File: config.mk
export PLATFORM = sky130hd
export DESIGN_NAME = serial_adder
export DESIGN_NICKNAME = d
export VERILOG_FILES = /design/src/rtl/serial_adder_pkg.sv /design/src/rtl/serial_adder_full_adder.sv /design/src/rtl/serial_adder.sv
export SDC_FILE = /design/constraint.sdc
export NUM_CORES = 1
export LEC_CHECK = 0
export ABC_AREA = 1
export CAP_MARGIN = 20
export CORE_MARGIN = 1.5
export CORE_UTILIZATION = 49
export CTS_CLUSTER_SIZE = 30
export DETAILED_ROUTE_END_ITERATION = 10
export HOLD_SLACK_MARGIN = 0.1
export PLACE_DENSITY = 0.87
export SLEW_MARGIN = 20
export SYNTH_ARGS = -nofsm -noshare
export SYNTH_HDL_FRONTEND = slang
export SYNTH_SLANG_ARGS = --single-unit
File: constraint.sdc
create_clock -name clk -period 1.2 [get_ports clk]
set_input_delay 0.24 -clock clk [delete_from_list [all_inputs] [get_ports clk]]
set_output_delay 0.24 -clock clk [all_outputs]
set_load 0.1 [all_outputs]
File: src/rtl/serial_adder_pkg.sv
// serial_adder_pkg
//   Shared definitions for the bit-serial adder: the FSM state encoding and
//   the derivation of the bit-counter width from the operand width.
package serial_adder_pkg;

    typedef enum logic [1:0] {
        IDLE = 2'd0,
        RUN  = 2'd1,
        DONE = 2'd2
    } state_e;

    // The counter must be able to index bits 0..WIDTH-1; sizing it for
    // WIDTH+1 values also keeps it at least one bit wide for WIDTH=1.
    function automatic int cnt_width(input int width);
        return $clog2(width + 1);
    endfunction

endpackage

File: src/rtl/serial_adder_full_adder.sv
// half_adder / full_adder
//   Combinational one-bit adders used for the per-bit datapath of the serial
//   adder. full_adder is built from two half adders plus an OR of their
//   carries.
//   half_adder: a, b -> sum = a^b, carry = a&b
//   full_adder: a, b, cin -> sum = a^b^cin, carry = majority(a, b, cin)
module half_adder (
    input  logic a,
    input  logic b,
    output logic sum,
    output logic carry
);
    assign sum   = a ^ b;
    assign carry = a & b;
endmodule

module full_adder (
    input  logic a,
    input  logic b,
    input  logic cin,
    output logic sum,
    output logic carry
);
    logic s1;
    logic c1;
    logic c2;

    half_adder u_ha0 (.a(a),  .b(b),   .sum(s1),  .carry(c1));
    half_adder u_ha1 (.a(s1), .b(cin), .sum(sum), .carry(c2));

    // The two half-adder carries can never both be 1, so OR gives majority.
    assign carry = c1 | c2;
endmodule

File: src/rtl/serial_adder.sv
// serial_adder
//   Bit-serial adder computing a + b + cin one bit per clock, LSB first,
//   with valid/ready handshakes on both sides.
//   Ports:
//     clk        rising-edge clock
//     rst        synchronous active-high reset
//     in_valid   a/b/cin valid        in_ready   accepting operands (IDLE)
//     a, b       WIDTH-bit addends    cin        carry-in
//     out_valid  result valid (DONE)  out_ready  consumer takes result
//     sum        a+b+cin bits WIDTH-1..0
//     carry      a+b+cin bit WIDTH
module serial_adder
    import serial_adder_pkg::*;
#(
    parameter int WIDTH = 8
) (
    input  logic             clk,
    input  logic             rst,
    input  logic             in_valid,
    output logic             in_ready,
    input  logic [WIDTH-1:0] a,
    input  logic [WIDTH-1:0] b,
    input  logic             cin,
    output logic             out_valid,
    input  logic             out_ready,
    output logic [WIDTH-1:0] sum,
    output logic             carry
);
    localparam int             CW   = cnt_width(WIDTH);
    localparam logic [CW-1:0]  LAST = CW'(WIDTH - 1);

    state_e           state_q, state_d;
    logic [CW-1:0]    cnt_q, cnt_d;
    logic [WIDTH-1:0] a_q, a_d;
    logic [WIDTH-1:0] b_q, b_d;
    logic [WIDTH-1:0] sum_q, sum_d;
    logic             c_q, c_d;
    logic             carry_q, carry_d;

    logic             fa_sum;
    logic             fa_carry;
    logic [WIDTH:0]   sum_cat;

    // Operands are shifted right each RUN cycle, so bit 0 is always the
    // bit currently being added.
    full_adder u_fa (
        .a     (a_q[0]),
        .b     (b_q[0]),
        .cin   (c_q),
        .sum   (fa_sum),
        .carry (fa_carry)
    );

    // New result bit enters at the MSB; after WIDTH shifts bit 0 lands at
    // the LSB. Concatenating keeps this legal for WIDTH=1.
    assign sum_cat = {fa_sum, sum_q};

    always_comb begin
        state_d = state_q;
        cnt_d   = cnt_q;
        a_d     = a_q;
        b_d     = b_q;
        sum_d   = sum_q;
        c_d     = c_q;
        carry_d = carry_q;
        case (state_q)
            IDLE: begin
                if (in_valid) begin
                    a_d     = a;
                    b_d     = b;
                    c_d     = cin;
                    cnt_d   = '0;
                    state_d = RUN;
                end
            end
            RUN: begin
                a_d   = a_q >> 1;
                b_d   = b_q >> 1;
                c_d   = fa_carry;
                sum_d = sum_cat[WIDTH:1];
                cnt_d = cnt_q + CW'(1);
                if (cnt_q == LAST) begin
                    carry_d = fa_carry;
                    state_d = DONE;
                end
            end
            DONE: begin
                // sum/carry are left untouched on the way back to IDLE.
                if (out_ready) begin
                    state_d = IDLE;
                end
            end
            default: begin
                state_d = IDLE;
            end
        endcase
    end

    always_ff @(posedge clk) begin
        if (rst) begin
            state_q <= IDLE;
            cnt_q   <= '0;
            a_q     <= '0;
            b_q     <= '0;
            sum_q   <= '0;
            c_q     <= 1'b0;
            carry_q <= 1'b0;
        end else begin
            state_q <= state_d;
            cnt_q   <= cnt_d;
            a_q     <= a_d;
            b_q     <= b_d;
            sum_q   <= sum_d;
            c_q     <= c_d;
            carry_q <= carry_d;
        end
    end

    // Handshake outputs depend on state only.
    assign in_ready  = (state_q == IDLE);
    assign out_valid = (state_q == DONE);
    assign sum       = sum_q;
    assign carry     = carry_q;

endmodule

==> reports/results.txt <==
Hold Buf Count CTS = 0
Num CTS Buffers = 5
violated checks = setup timing
I/O Buffers = 31
CTS tree = done
DP Wirelength = 2380 microns
post-synth top area share = 0.439
Pint = 0.00165 W
Final WS setup = -0.181 ns
DR top layer = met4
final WL = 3500 microns
Logic pwr share = 0.284
Worst Tran Pin Value = 0.171 ns
WL met2 = 1700 microns
Avg Cell Area, Syn = 6.91 sq um
Synth Register Bits = 32
period utilization = 1.15
first-pass GRT wire length = 5930 microns
crit end category = output port
cell count after placement = 275
max incr delay on CP = 0.38 ns
starting density of the core = 0.524
Tot GR Track Use = 0.241
maximum clock frequency = 0.724 GHz
Remaining DRCs = 0
area of the multi-input gates = 681 sq um
initial antenna violation count = 0
htree depth = 2
Critical Path Fanout Max = 4
root buffer cell = clkbuf_4
library cells used by synthesis = 16
post-synthesis instance total = 211
share of cells above drive strength 1 = 0.224
Sequential Power Share = 0.485
FF-to-FF path depth = 3
top cell family by delay on the critical path = flip-flops
Die Area = 3310 sq um
Nets = 277
Finished Layout Cells = 285
CP arrival = 1.14 ns
Ant. Diodes = 0
Worst path slowest cell = dfxtp_4
sequential area share after synthesis = 0.439
Critical Path RT = 0.96 ns
die width = 57.5 microns
register area = 663 sq um
worst path cell trace = buf_6 > nor2_4 > buf_12
routed len/inst = 12.3 microns
met3 WL = 220 microns
CTS max path bufs = 2
cell area after layout = 2100 sq um
CP Depth = 3
Placed Area = 1980 sq um
Hold WC Path Type = reg -> reg
Syn Nets = 234
RSZ-0062 raised after global routing = true
Fillers = 216
# setup viols final = 2
M1 WL = 1510 microns
Vias/cell = 5.09
Area contributors post-synth = dfxtp_1 44%, nand3_1 13%, nand2_1 12%
initial DRC count = 31
slew margin rel. = 0.886
crit path buf inv count = 2
min Tclk post-route = 1.38 ns
max cap viols = 0
Core Footprint = 2780 sq um
Net Switching = 0.000812 W
CP Launch Type = flop
CTS clk-pin slew, worst paths = 0.10 ns
Routed Antenna Nets = 0
Max Slew Vio Count = 0
Clock Sinks = 32
num ports = 32
Clk Latency, worst-skew pair = 0.34 ns
post-synth top area cell = dfxtp_1
total number of vias = 1452
pin count of the biggest net entering global routing = 31
vias in the first global route = 1346
Clk pwr share = 0.231
Chip Height = 57.5 microns
Site Rows = 19
DR pass1 iterations = 6
status = complete, but fails checks
Hold Crit Depth = 1
Mapped Area = 1460 sq um
maximum VDD drop = 1.18 mV
endpoints failing hold = 0
Final Skew = 0.0132 ns
Leak = 0.953 nW
Area Overhead vs Synth = 44.1%
critical path type = reg -> out
Synth Warn # = 0
power per cell area = 1170 nW/um^2
switch share = 0.330
grt ovf = 0
GP Congestion = 0.811
==> logic make-up after synthesis <==
family | synth area share
DFF | 0.439
AOI/OAI and AO/OA | 0.0618
and+or+nand+nor | 0.367
adders and majority gates | 0.0223
buffers and inverters | 0.109
==> final timing paths <==
path	from	endpoint	slack (ns)
max reg2reg	c_q	sum[7]	0.04
min reg2reg	cnt_q[0]	cnt_q[0]	0.46
max	state_q[0]	out_valid	-0.18
min	cnt_q[0]	cnt_q[0]	0.46
==> cell usage in the layout, fill, tap and decap left out <==
master | netlist | layout
nor2_1 | 39 | 38
clkbuf_4 | 0 | 5
dfxtp_4 | 0 | 2
o21ai_0 | 10 | 8
dfxtp_2 | 0 | 12
nor2_2 | 2 | 1
inv_4 | 0 | 1
clkbuf_1 | 1 | 1
nand2_1 | 46 | 43
nand2_2 | 3 | 6
ha_1 | 1 | 1
nand3_1 | 37 | 37
dfxtp_1 | 32 | 18
clkinv_2 | 0 | 1
a21oi_1 | 8 | 8
o21ai_1 | 0 | 2
nor2_4 | 0 | 2
fa_2 | 0 | 1
inv_2 | 2 | 1
buf_6 | 3 | 2
buf_4 | 4 | 8
clkdlybuf4s50_1 | 0 | 20
inv_1 | 21 | 21
buf_12 | 0 | 15
==> sequential cells by signal (all words and copies together), names as in the netlist <==
register and cells:
a_q 8, b_q 8, c_q 1, carry 1, cnt_q 4, state_q 2, sum 8
==> routing by layer <==
metal	up-vias	global-route usage
met3	9	0.0907
met5	-	0
li1	751	-
met2	50	0.385
met4	0	0.123
met1	642	0.281
==> power by group through the flow <==
stage / logic (W) / registers, W / clock network [W]
detailed placement: 0.000668 / 0.00121 / 0
CTS: 0.000681 / 0.00119 / 0.000576
global route: 0.000751 / 0.00120 / 0.000628
floorplan: 0.000250 / 0.00136 / 0
finish: 0.000699 / 0.00119 / 0.000569
global placement: 0.000657 / 0.00121 / 0
==> synth_stat cells (all sizes together) <==
library cell,instances
a21oi,8
buf,8
clkbuf,1
dfxtp,32
fa,1
ha,1
inv,23
nand2,49
nand3,37
nor2,41
o21ai,10
==> area by class of cell <==
cell class                      instances  area share
Multi-Input combinational cell        147       0.324
Sequential cell                        32       0.316
Clock buffer                            6      0.0197
Timing Repair Buffer                   45       0.278
Tap cell                               31      0.0185
Inverter                               23      0.0423
Clock inverter                          1     0.00238
==> per-stage QoR <==
stage	setup TNS [ns]	total power [W]	hold slack (ns)	worst slack (ns)	util
2_1_floorplan	-0.613	0.00161	0.309	-0.103	-
6_report	-0.354	0.00246	0.457	-0.181	0.755
3_5_place_dp	-3.22	0.00188	0.466	-0.175	0.712
3_3_place_gp	-2.26	0.00187	0.459	-0.116	0.712
4_1_cts	-0.376	0.00244	0.479	-0.163	0.741
5_1_grt	-0.425	0.00258	0.469	-0.213	0.755
==> timing repair <==
item | in CTS | in global routing
buffers inserted | 3 | 0
pin swaps | 2 | 1
cloned | 0 | 0
gates resized for setup | 5 | 20
endpoints found under the setup margin | 2 | 29
==> worst register-to-register path, cell delays in order (launching register included) <==
cell and delay [ns]:
dfxtp_1 0.34, fa_2 0.57, o21ai_0 0.08, nor2_1 0.09
(Power assumes the default switching activity.)
